### src/rtl/snn_fitness_sequencer.sv
// snn_fitness_sequencer: drives the XOR spiking network with an optional config write and a 4-pattern fitness evaluation (optional WAIT timeout via SNN_SEQ_TIMEOUT_EN)
module snn_fitness_sequencer #(
  parameter int INT_WIDTH      = 4,
  parameter int CMD_WIDTH      = 3,
  parameter int ADDR_WIDTH     = 3,
  parameter int TIMEOUT_CYCLES = 1024,
  localparam int FLOAT_WIDTH   = 2 * INT_WIDTH
) (
  input  logic                   clk,
  input  logic                   rst,
  input  logic                   req_valid,
  output logic                   req_ready,
  input  logic                   req_write,
  input  logic                   req_eval,
  input  logic [ADDR_WIDTH-1:0]  req_addr,
  input  logic [CMD_WIDTH-1:0]   req_cmd,
  input  logic [FLOAT_WIDTH-1:0] req_arg,
  output logic                   done_valid,
  output logic [2:0]             fitness,
  output logic [3:0]             pattern_pass,
  output logic [31:0]            latency_sum,
  output logic                   timed_out,
  output logic [ADDR_WIDTH-1:0]  net_addr,
  output logic [CMD_WIDTH-1:0]   net_cmd,
  output logic [FLOAT_WIDTH-1:0] net_cmd_arg,
  output logic                   net_in1,
  output logic                   net_in2,
  input  logic                   net_out,
  input  logic                   net_out_valid,
  input  logic [31:0]            net_out_time
);
  localparam logic [CMD_WIDTH-1:0] CMD_CLEAR = CMD_WIDTH'(2 ** CMD_WIDTH - 3);
  typedef enum logic [2:0] {IDLE, WRITE, CLEAR, WAIT, SCORE, DONE} state_t;
  state_t      state;
  logic        r_eval;
  logic [1:0]  idx;
  logic        cap_out;
  logic        cap_to;
  logic [31:0] cap_time;
  logic [1:0]  nidx;
  logic        pass;
  logic [32:0] sum_ext;
  logic [31:0] sum_sat;
`ifdef SNN_SEQ_TIMEOUT_EN
  localparam int TW = $clog2(TIMEOUT_CYCLES + 1);
  logic [TW-1:0] timer;
`endif
  // next pattern index, score of the captured result, saturating latency accumulate
  always_comb begin
    nidx    = idx + 2'd1;
    pass    = cap_out == (net_in1 ^ net_in2);
    sum_ext = {1'b0, latency_sum} + {1'b0, cap_time};
    sum_sat = sum_ext[32] ? 32'hFFFF_FFFF : sum_ext[31:0];
  end
  // sequencer FSM; pattern idx maps to inputs as in1=idx[0], in2=idx[0]^idx[1] (00,11,01,10)
  always_ff @(posedge clk or negedge rst) begin
    if (!rst) begin
      state        <= IDLE;
      r_eval       <= 1'b0;
      idx          <= 2'd0;
      cap_out      <= 1'b0;
      cap_to       <= 1'b0;
      cap_time     <= 32'd0;
      req_ready    <= 1'b1;
      done_valid   <= 1'b0;
      fitness      <= 3'd0;
      pattern_pass <= 4'd0;
      latency_sum  <= 32'd0;
      timed_out    <= 1'b0;
      net_addr     <= '1;
      net_cmd      <= '0;
      net_cmd_arg  <= '0;
      net_in1      <= 1'b0;
      net_in2      <= 1'b0;
`ifdef SNN_SEQ_TIMEOUT_EN
      timer        <= '0;
`endif
    end else begin
      done_valid <= 1'b0;
      case (state)
        IDLE: if (req_valid) begin
          r_eval    <= req_eval;
          idx       <= 2'd0;
          req_ready <= 1'b0;
          if (req_eval) begin
            fitness      <= 3'd0;
            pattern_pass <= 4'd0;
            latency_sum  <= 32'd0;
            timed_out    <= 1'b0;
          end
          if (req_write) begin
            net_addr    <= req_addr;
            net_cmd     <= req_cmd;
            net_cmd_arg <= req_arg;
            state       <= WRITE;
          end else if (req_eval) begin
            net_cmd <= CMD_CLEAR;
            net_in1 <= 1'b0;
            net_in2 <= 1'b0;
            state   <= CLEAR;
          end else begin
            done_valid <= 1'b1;
            state      <= DONE;
          end
        end
        WRITE: begin
          net_addr    <= '1;
          net_cmd_arg <= '0;
          net_cmd     <= r_eval ? CMD_CLEAR : '0;
          net_in1     <= 1'b0;
          net_in2     <= 1'b0;
          done_valid  <= !r_eval;
          state       <= r_eval ? CLEAR : DONE;
        end
        CLEAR: begin
          net_cmd <= '0;
          cap_to  <= 1'b0;
          state   <= WAIT;
`ifdef SNN_SEQ_TIMEOUT_EN
          timer   <= '0;
`endif
        end
        WAIT: begin
          if (net_out_valid) begin
            cap_out  <= net_out;
            cap_time <= net_out_time;
            state    <= SCORE;
          end
`ifdef SNN_SEQ_TIMEOUT_EN
          else if (timer == TW'(TIMEOUT_CYCLES - 1)) begin
            cap_to <= 1'b1;
            state  <= SCORE;
          end else timer <= timer + 1'b1;
`endif
        end
        SCORE: begin
          if (cap_to) timed_out <= 1'b1;
          else begin
            pattern_pass[idx] <= pass;
            fitness           <= fitness + 3'(pass);
            latency_sum       <= sum_sat;
          end
          if (idx == 2'd3) begin
            done_valid <= 1'b1;
            state      <= DONE;
          end else begin
            idx     <= nidx;
            net_cmd <= CMD_CLEAR;
            net_in1 <= nidx[0];
            net_in2 <= nidx[0] ^ nidx[1];
            state   <= CLEAR;
          end
        end
        DONE: begin
          req_ready <= 1'b1;
          state     <= IDLE;
        end
        default: state <= IDLE;
      endcase
    end
  end
endmodule
### config.mk
export PLATFORM = sky130hd
export DESIGN_NAME = snn_fitness_sequencer
export DESIGN_NICKNAME = d
export VERILOG_FILES = /design/src/rtl/snn_fitness_sequencer.sv
export SDC_FILE = /design/constraint.sdc
export NUM_CORES = 1
export LEC_CHECK = 0
export CAP_MARGIN = 0
export CORE_ASPECT_RATIO = 0.9
export CORE_UTILIZATION = 28
export CTS_CLUSTER_SIZE = 20
export DETAILED_ROUTE_END_ITERATION = 7
export PLACE_DENSITY = 0.54
export SLEW_MARGIN = 5
export SYNTH_ARGS = -nofsm -noshare
export SYNTH_HDL_FRONTEND = slang
export SYNTH_SLANG_ARGS = --single-unit
### constraint.sdc
create_clock -name clk -period 9.52 [get_ports clk]
set_input_delay 0.952 -clock clk [delete_from_list [all_inputs] [get_ports clk]]
set_output_delay 0.952 -clock clk [all_outputs]
set_load 0.01 [all_outputs]
# Yosys cells after proc, flatten, opt, wreduce, memory -nomap -nowiden
# Index checks and enable logic that the tools add are counted.
# Widths: inputs -> output; s select.
# totals
reg_bits	97
input_bits	53
out_inout_bits	58
wordCells	107
# op_classes
n_addsub	3
magnitude_cmp	2
n_eq_ne	14
mux	51
bitwise_logic	3
reduce_logical	18
# ops
cell	count
$mux 32	3
$pmux 32 s2	1
$mux 3	15
$add 32x32->33	1
$mux 8	2
$pmux 8 s2	1
$pmux 3 s5	1
$mux 1	13
$ne 2x2->1 const B	6
$pmux 3 s2	2
$pmux 3 s4	1
$pmux 1 s3	3
$reduce_and 3->1	3
$mux 4	2
$pmux 4 s2	1
$reduce_and 2->1	4
$reduce_and 4->1	2
$eq 3x2->1 const B	2
$eq 3x3->1 const B	2
$reduce_bool 2->1	3
$reduce_and 5->1	1
$bwmux 4	1
$mux 2	2
$pmux 2 s2	1
other kinds (17)	18

# Logic depth before layout (Yosys ltp)
# Gate-level depths: netlist of the first run.
# logic_depth
word_depth	6
mapped_depth	12
depth_no_buf	11

# Worst setup path after synthesis of the first run
# No wires, ideal clock.
# synth_timing
kind	register to register
start	register latency_sum[0]
end	register latency_sum[29]
setup_ps	126
arrival_time_ps	2936
required_ps	9394
slack_ps	6458
path_stages_with_launch	12
n_path_buf	1
period_less_slack_ps	3062
path_cell_list	dfrtp_1 ha_1 fa_1 a211oi_2 o211ai_2 a31oi_2 o21ai_2 a211oi_2 a21boi_1 a221o_1 buf_6 a221o_1
# synth_between
elab_chain_cells	3
# synth_lines
element	line_no	text
start: declaration	21	output logic [31:0] latency_sum,
start signal: assignment	141	latency_sum <= sum_sat;
$add 32x32->33	52	sum_ext = {1'b0, latency_sum} + {1'b0, cap_time};
$mux 32	53	sum_sat = sum_ext[32] ? 32'hFFFF_FFFF : sum_ext[31:0];
$pmux 32 s2	80	case (state)
# Every way passes these cells.
# A chain may end at the register's enable or synchronous reset.

# Final worst setup path of the first run
# layout_timing
start	register latency_sum[0]
end	register latency_sum[15]
# Same word-level chain as after synthesis.

==> results of run 1 <==
power by group:
group	leakage [µW]	switching, µW	total [µW]	internal (µW)
clock	0.000132	152	357	205
combinational	0.00203	835	1590	755
sequential	0.00120	176	777	601
layer usage:
metal	GRT usage [%]	up-vias
met5	0	-
met4	3.97	2
met3	4.66	15
met2	22.2	102
met1	19.7	2216
li1	-	2351
state kept, by name, summed over array words and instances (netlist names), 2 cells and up:
| name | flops |
|---|---|
| net_cmd | 3 |
| net_addr | 3 |
| net_cmd_arg | 8 |
| idx | 2 |
| state | 3 |
| fitness | 3 |
| cap_time | 32 |
| pattern_pass | 4 |
| latency_sum | 32 |
through the flow:
step           cell area [µm²]  std cells
6_report                  7290        963
5_1_grt                   7290        963
4_1_cts                   7290        963
3_5_place_dp              7010        947
3_3_place_gp              7010        947
2_1_floorplan             5690        608
layout make-up:
type	count	area share, %
Multi-Input combinational cell	471	42.8
Inverter	12	0.618
Tap cell	255	4.38
Timing Repair Buffer	113	15.3
Sequential cell	96	33.0
Clock inverter	1	0.412
Clock buffer	15	3.40
path summary, 6_finish.rpt:
kind / end / slack (ns) / cells past startpoint
max in group asynchronous: state[2] / 7.80 / 2
min in group asynchronous: latency_sum[12] / 0.62 / 1
worst max register to register: latency_sum[15] / 5.95 / 11
worst min-delay path: net_addr[2] / 0.46 / 2
worst min register to register: net_addr[2] / 0.46 / 2
worst max-delay path: latency_sum[15] / 5.95 / 11
cells by family after synthesis:
group	share of synthesized area, %
xor gates and xnor gates	4.62
other	0.0659
buffers and inverters	2.90
DFF	42.3
muxes	7.06
adders and majority gates	8.71
and+or+nand+nor	16.0
AOI/OAI and AO/OA	18.3
worst max-delay path: stages (launching register included):
cell,delay (ns)
dfrtp_1,0.40
ha_1,0.24
fa_1,0.43
a211oi_2,0.33
o211ai_2,0.16
a31oi_2,0.23
o21ai_2,0.14
a211oi_2,0.26
a21boi_1,0.13
a221o_1,0.51
buf_4,0.29
a221o_1,0.33
layout by cell type (no fill, tap or decap), types with 12 or more instances in the layout:
master           count
xor2_1              15
nand3_1             12
a21oi_1             36
nand2_1            110
dfrtp_1             92
mux2_2              33
clkdlybuf4s50_1    108
xnor2_1             15
o21ai_0             58
nor2_1              24
inv_1               12
a21o_1              20
ha_1                38
==> flow_metrics.tcl, run 1 <==
set metrics [dict create \
    power_leakage_uw 0.00336 \
    cap_violations 0 \
    grt_pass1_wl_um 24200 \
    postCtsSetupBuffers 0 \
    rsz0062_at_grt "no" \
    yosys_warnings 0 \
    yosys.cell_types.count 53 \
    antenna_found_initial 1 \
    endpoint_kind "flop" \
    yosysTopAreaCellShare_pct 40.5 \
    overflow 0 \
    grt_use_total_pct 14.5 \
    fp.dieH_um 137 \
    wl_met3_um 935 \
    crit_path_start "latency_sum[0]" \
    crit_path_start_kind "flop" \
    hold_viol_final 0 \
    cts_buffers 9 \
    syn_avg_cell_area_um2 9.36 \
    powerDensity_nw_per_um2 374 \
    dominantRegCellSynth "dfrtp_1" \
    chipWidth_um 152 \
    slew_violations 0 \
    core_um2 19900 \
    final_util_pct 36.6 \
    grt_pass1_vias 4702 \
    synth_seq_cells 96 \
    nNetsFinal 795 \
    clock_latency_ns 0.35 \
    worst_slack_ns 5.95 \
    syn_area_um2 5690 \
    multiInputGateArea_um2 3120 \
    tns_ns 0 \
    dp_hpwl_um 10200 \
    highest_layer "met5" \
    worstSetupPathType "flop to flop" \
    wl_met2_um 6130 \
    place_congestion 0.866 \
    reg2reg_from "latency_sum[0]" \
    cts-root-buf "clkbuf_16" \
    h-tree-depth 3 \
    worst_pin_slew_ns 1.06 \
    arrival_ns 3.80 \
    cts_buffer_depth 2 \
    num_antenna_cells 0 \
    num-fill-cells 2003 \
    min_period_ns 3.57 \
    holdWs_ns 0.458 \
    cts_tree "built" \
    ir_worst_vdd_mv 0.124 \
    hold_path_class "flop to flop" \
    synth.most_common_cell "nand2_1" \
    avgRoutedWirePerCell_um 15.0 \
    drc 4 \
    layout-drive-gt1-share_pct 8.47 \
    min_period_over_period_pct 37.5 \
    port_buffers 109 \
    start_util_pct 28.5 \
    ios 111 \
    via_per_inst 4.87 \
    syn2layout_area_growth_pct 28.2 \
    clkSinkCount 96 \
    grt_max_degree 53 \
    yosys-top-cells-area "dfrtp_1 (40%), ha_1 (8.4%), nand2_1 (7.3%)" \
    ys_seq_area_share_pct 42.3 \
    via_count 4686 \
    cts_resized 0 \
    violations "design-rule violations" \
    register_area_um2 2410 \
    syn_nets 700 \
    clk_pin_slew_ns 0.07 \
    hold_path.startpoint "net_addr[2]" \
    yosys-top-cells-count "nand2_1 (110), dfrtp_1 (92), o21ai_0 (58)" \
    power.total_uw 2720 \
    core.rowCount 49 \
    async_flop_share_pct 100 \
    cp_max_fo 21 \
    syn-instance-count 608 \
    dieArea_um2 20900 \
    yosysTopAreaCell "dfrtp_1" \
    max_freq_ghz 0.280 \
    first_pass_iters 6 \
    cp.required_ns 9.75 \
    hold_buffers 0 \
    drtIter0Drc 213 \
    finalSetupViolCount 0 \
    routed_wl_um 14400 \
    place_ws_ns 5.95 \
    outcome "finished with violations" \
    synth_edf_count 0 \
    drt-met1-wl_um 7170 \
    slew-limit-headroom_pct 28.8 \
    finalClockSkew_ns 0.0104 \
    final_antenna_net_count 0 \
]
(Power assumes the default switching activity.)
==> run 2: changes to the inputs <==
--- a/config.mk
+++ b/config.mk
@@ -10,7 +10,7 @@
 export CORE_UTILIZATION = 28
 export CTS_CLUSTER_SIZE = 20
 export DETAILED_ROUTE_END_ITERATION = 7
-export PLACE_DENSITY = 0.54
+export PLACE_DENSITY = 0.56
 export SLEW_MARGIN = 5
 export SYNTH_ARGS = -nofsm -noshare
 export SYNTH_HDL_FRONTEND = slang
==> constraint.sdc (replaced) <==
create_clock -name clk -period 3 [get_ports clk]
set_input_delay 0.3 -clock clk [delete_from_list [all_inputs] [get_ports clk]]
set_output_delay 0.3 -clock clk [all_outputs]
set_load 0.01 [all_outputs]
==> run 2 against run 1 <==
Against the previous run: the run still ends with design-rule violations left; register-to-register slack worse by 5.9 ns; critical path type unchanged; critical path depth unchanged; die area unchanged; sequential power rose to 3.1 times the previous value; clock power rose to 3.2 times the previous value; global-route usage up 0.32 points; clock skew down 0.0027 ns; fmax up 20%; clock-buffer cell count down 3; routed wire length up 4.7%; power rose to 3.4 times the previous value; core utilization up 2.0 points.
==> flow_metrics.tcl, run 2 (synthesized netlist as in run 1, its figures left out) <==
set metrics [dict create \
    overflow 0 \
    pwr-share-clk_pct 12.4 \
    grt_pass1_vias 4876 \
    p_sw_share_pct 42.3 \
    final_cell_mix "nand2_1 (110), clkdlybuf4s50_1 (108), dfrtp_1 (92)" \
    largest_registers "cap_time x32, latency_sum x32, net_cmd_arg x8" \
    path_buf_inv 1 \
    layout_commonest_cell "nand2_1" \
    avgRoutedWirePerCell_um 15.0 \
    cts-root-buf "clkbuf_16" \
    path_depth 11 \
    slowest_stage "a221o_2" \
    layout-drive-gt1-share_pct 15.1 \
    final_antenna_net_count 0 \
    drc 7 \
    arrival_ns 3.22 \
    drtIter0Drc 175 \
    worstPathCellList "ha_2, fa_2, a211oi_2, o211ai_2, a31oi_4, o21ai_2, a211oi_2, a21boi_2, a221o_2, buf_6, a221o_1" \
    via_per_inst 4.83 \
    grt_max_degree 53 \
    rsz0062_at_grt "yes" \
    ff2ff_path_depth 11 \
    antenna_found_initial 2 \
    cpMostUsedCell "a211oi_2" \
    cts_buffer_depth 2 \
    fp.dieH_um 137 \
    cp.required_ns 3.23 \
    chipWidth_um 152 \
    finalClockSkew_ns 0.00772 \
    grt_use_total_pct 14.9 \
    place_congestion 0.821 \
    slew-limit-headroom_pct 54.1 \
    violations "design-rule violations" \
    place_ws_ns -0.160 \
    dp_hpwl_um 10800 \
    port_buffers 109 \
    h-tree-depth 3 \
    min_period_over_period_pct 99.6 \
    via_count 4847 \
    routed_wl_um 15100 \
    clkSinkCount 96 \
    endpoint_kind "flop" \
    num_antenna_cells 0 \
    start_util_pct 28.5 \
    worst_pin_slew_ns 0.682 \
    slowest_delay_ns 0.43 \
    grt_pass1_wl_um 24900 \
    ir_worst_vdd_mv 0.369 \
    crit_path_start_kind "flop" \
    powerDensity_nw_per_um2 1220 \
    pwr-share-seq_pct 25.4 \
    ios 111 \
    worst_slack_ns 0.0114 \
    clk_pin_slew_ns 0.07 \
    worstSetupPathType "flop to flop" \
    combPwrFrac_pct 62.3 \
    clock_latency_ns 0.35 \
    dieArea_um2 20900 \
    outcome "finished with violations" \
    nNetsFinal 835 \
    p_int_uw 5420 \
    hold_path_class "flop to flop" \
    hold_path_depth 2 \
    core_um2 19900 \
    power_switching_uw 3960 \
    finalSetupViolCount 0 \
    syn2layout_area_growth_pct 35.1 \
    cap_violations 0 \
    cp_top_family "compound AO/OA/AOI/OAI gates" \
    core.rowCount 49 \
    cts_buffers 9 \
    first_pass_iters 8 \
    cts_tree "built" \
    min_period_ns 2.99 \
    hold_viol_final 0 \
    max_freq_ghz 0.335 \
    power_leakage_uw 0.00359 \
    slew_violations 0 \
    cp_max_fo 4 \
    final_util_pct 38.6 \
]
run 2: cell count changes in the layout (fill, tap and decap cells not counted), moves of 4 or more:
cell and delta:
buf_4 +33, o21ai_2 +4, o21ai_1 +19, buf_6 +5, clkbuf_1 -4, o21ai_0 -23
run 2: worst reg2reg max path: stages (launching register included):
cell,delay (ns)
dfrtp_1,0.38
ha_2,0.20
fa_2,0.36
a211oi_2,0.26
o211ai_2,0.14
a31oi_4,0.18
o21ai_2,0.09
a211oi_2,0.28
a21boi_2,0.09
a221o_2,0.43
buf_6,0.15
a221o_1,0.30
run 2: power by group through the flow:
stage | Combinational [µW] | Sequential [µW] | Clock, µW
4_1_cts | 5690 | 2390 | 1200
5_1_grt | 6500 | 2480 | 1260
3_3_place_gp | 5490 | 2400 | 0
3_5_place_dp | 5510 | 2400 | 0
6_report | 5840 | 2380 | 1160
2_1_floorplan | 3520 | 2410 | 0
run 2: worst paths after layout:
| kind | start | to | slack [ns] |
|---|---|---|---|
| setup / recovery | cap_time[0] | latency_sum[15] | 0.01 |
| hold / removal | net_addr[1] | net_addr[1] | 0.45 |
| setup reg to reg | cap_time[0] | latency_sum[15] | 0.01 |
| hold reg to reg | net_addr[1] | net_addr[1] | 0.45 |
| max in group asynchronous | rst | net_addr[2] | 1.74 |
| min in group asynchronous | rst | cap_time[10] | 0.51 |
run 2: metrics by stage:
stage	setup TNS [ns]	hold WS (ns)	instances	cell area [µm²]	power, µW
floorplan	-0.0220	0.00441	608	5690	5920
global placement	-0.275	0.362	974	7230	7900
detailed placement	-3.78	0.352	974	7230	7910
CTS	0	0.454	999	7610	9280
global route	-3.03	0.468	1003	7680	10200
finish	0	0.454	1003	7680	9380
run 2: per-layer routing:
layer	global-route usage (%)	vias to the layer above	share of wire (%)
li1	-	2429	-
met1	20.4	2294	50
met2	23.0	111	43
met3	4.84	11	6.5
met4	2.72	2	0.68
met5	0	-	0.093
run 2: timing repair:
action / in CTS / in global routing
hold endpoints to repair: 44 / 0
resized for setup: 3 / 36
hold buffers: 1 / 0
buffers inserted: 8 / 3
cloned: 0 / 1
endpoints found under the setup margin: 32 / 32
pin swaps: 6 / 3
run 2: cell type report:
cell class	instances	area [µm²]
Clock buffer	12	246
Fill cell	2011	12200
Tap cell	255	319
Multi-Input combinational cell	471	3170
Clock inverter	4	45.0
Sequential cell	96	2410
Timing Repair Buffer	153	1450
Inverter	12	45.0
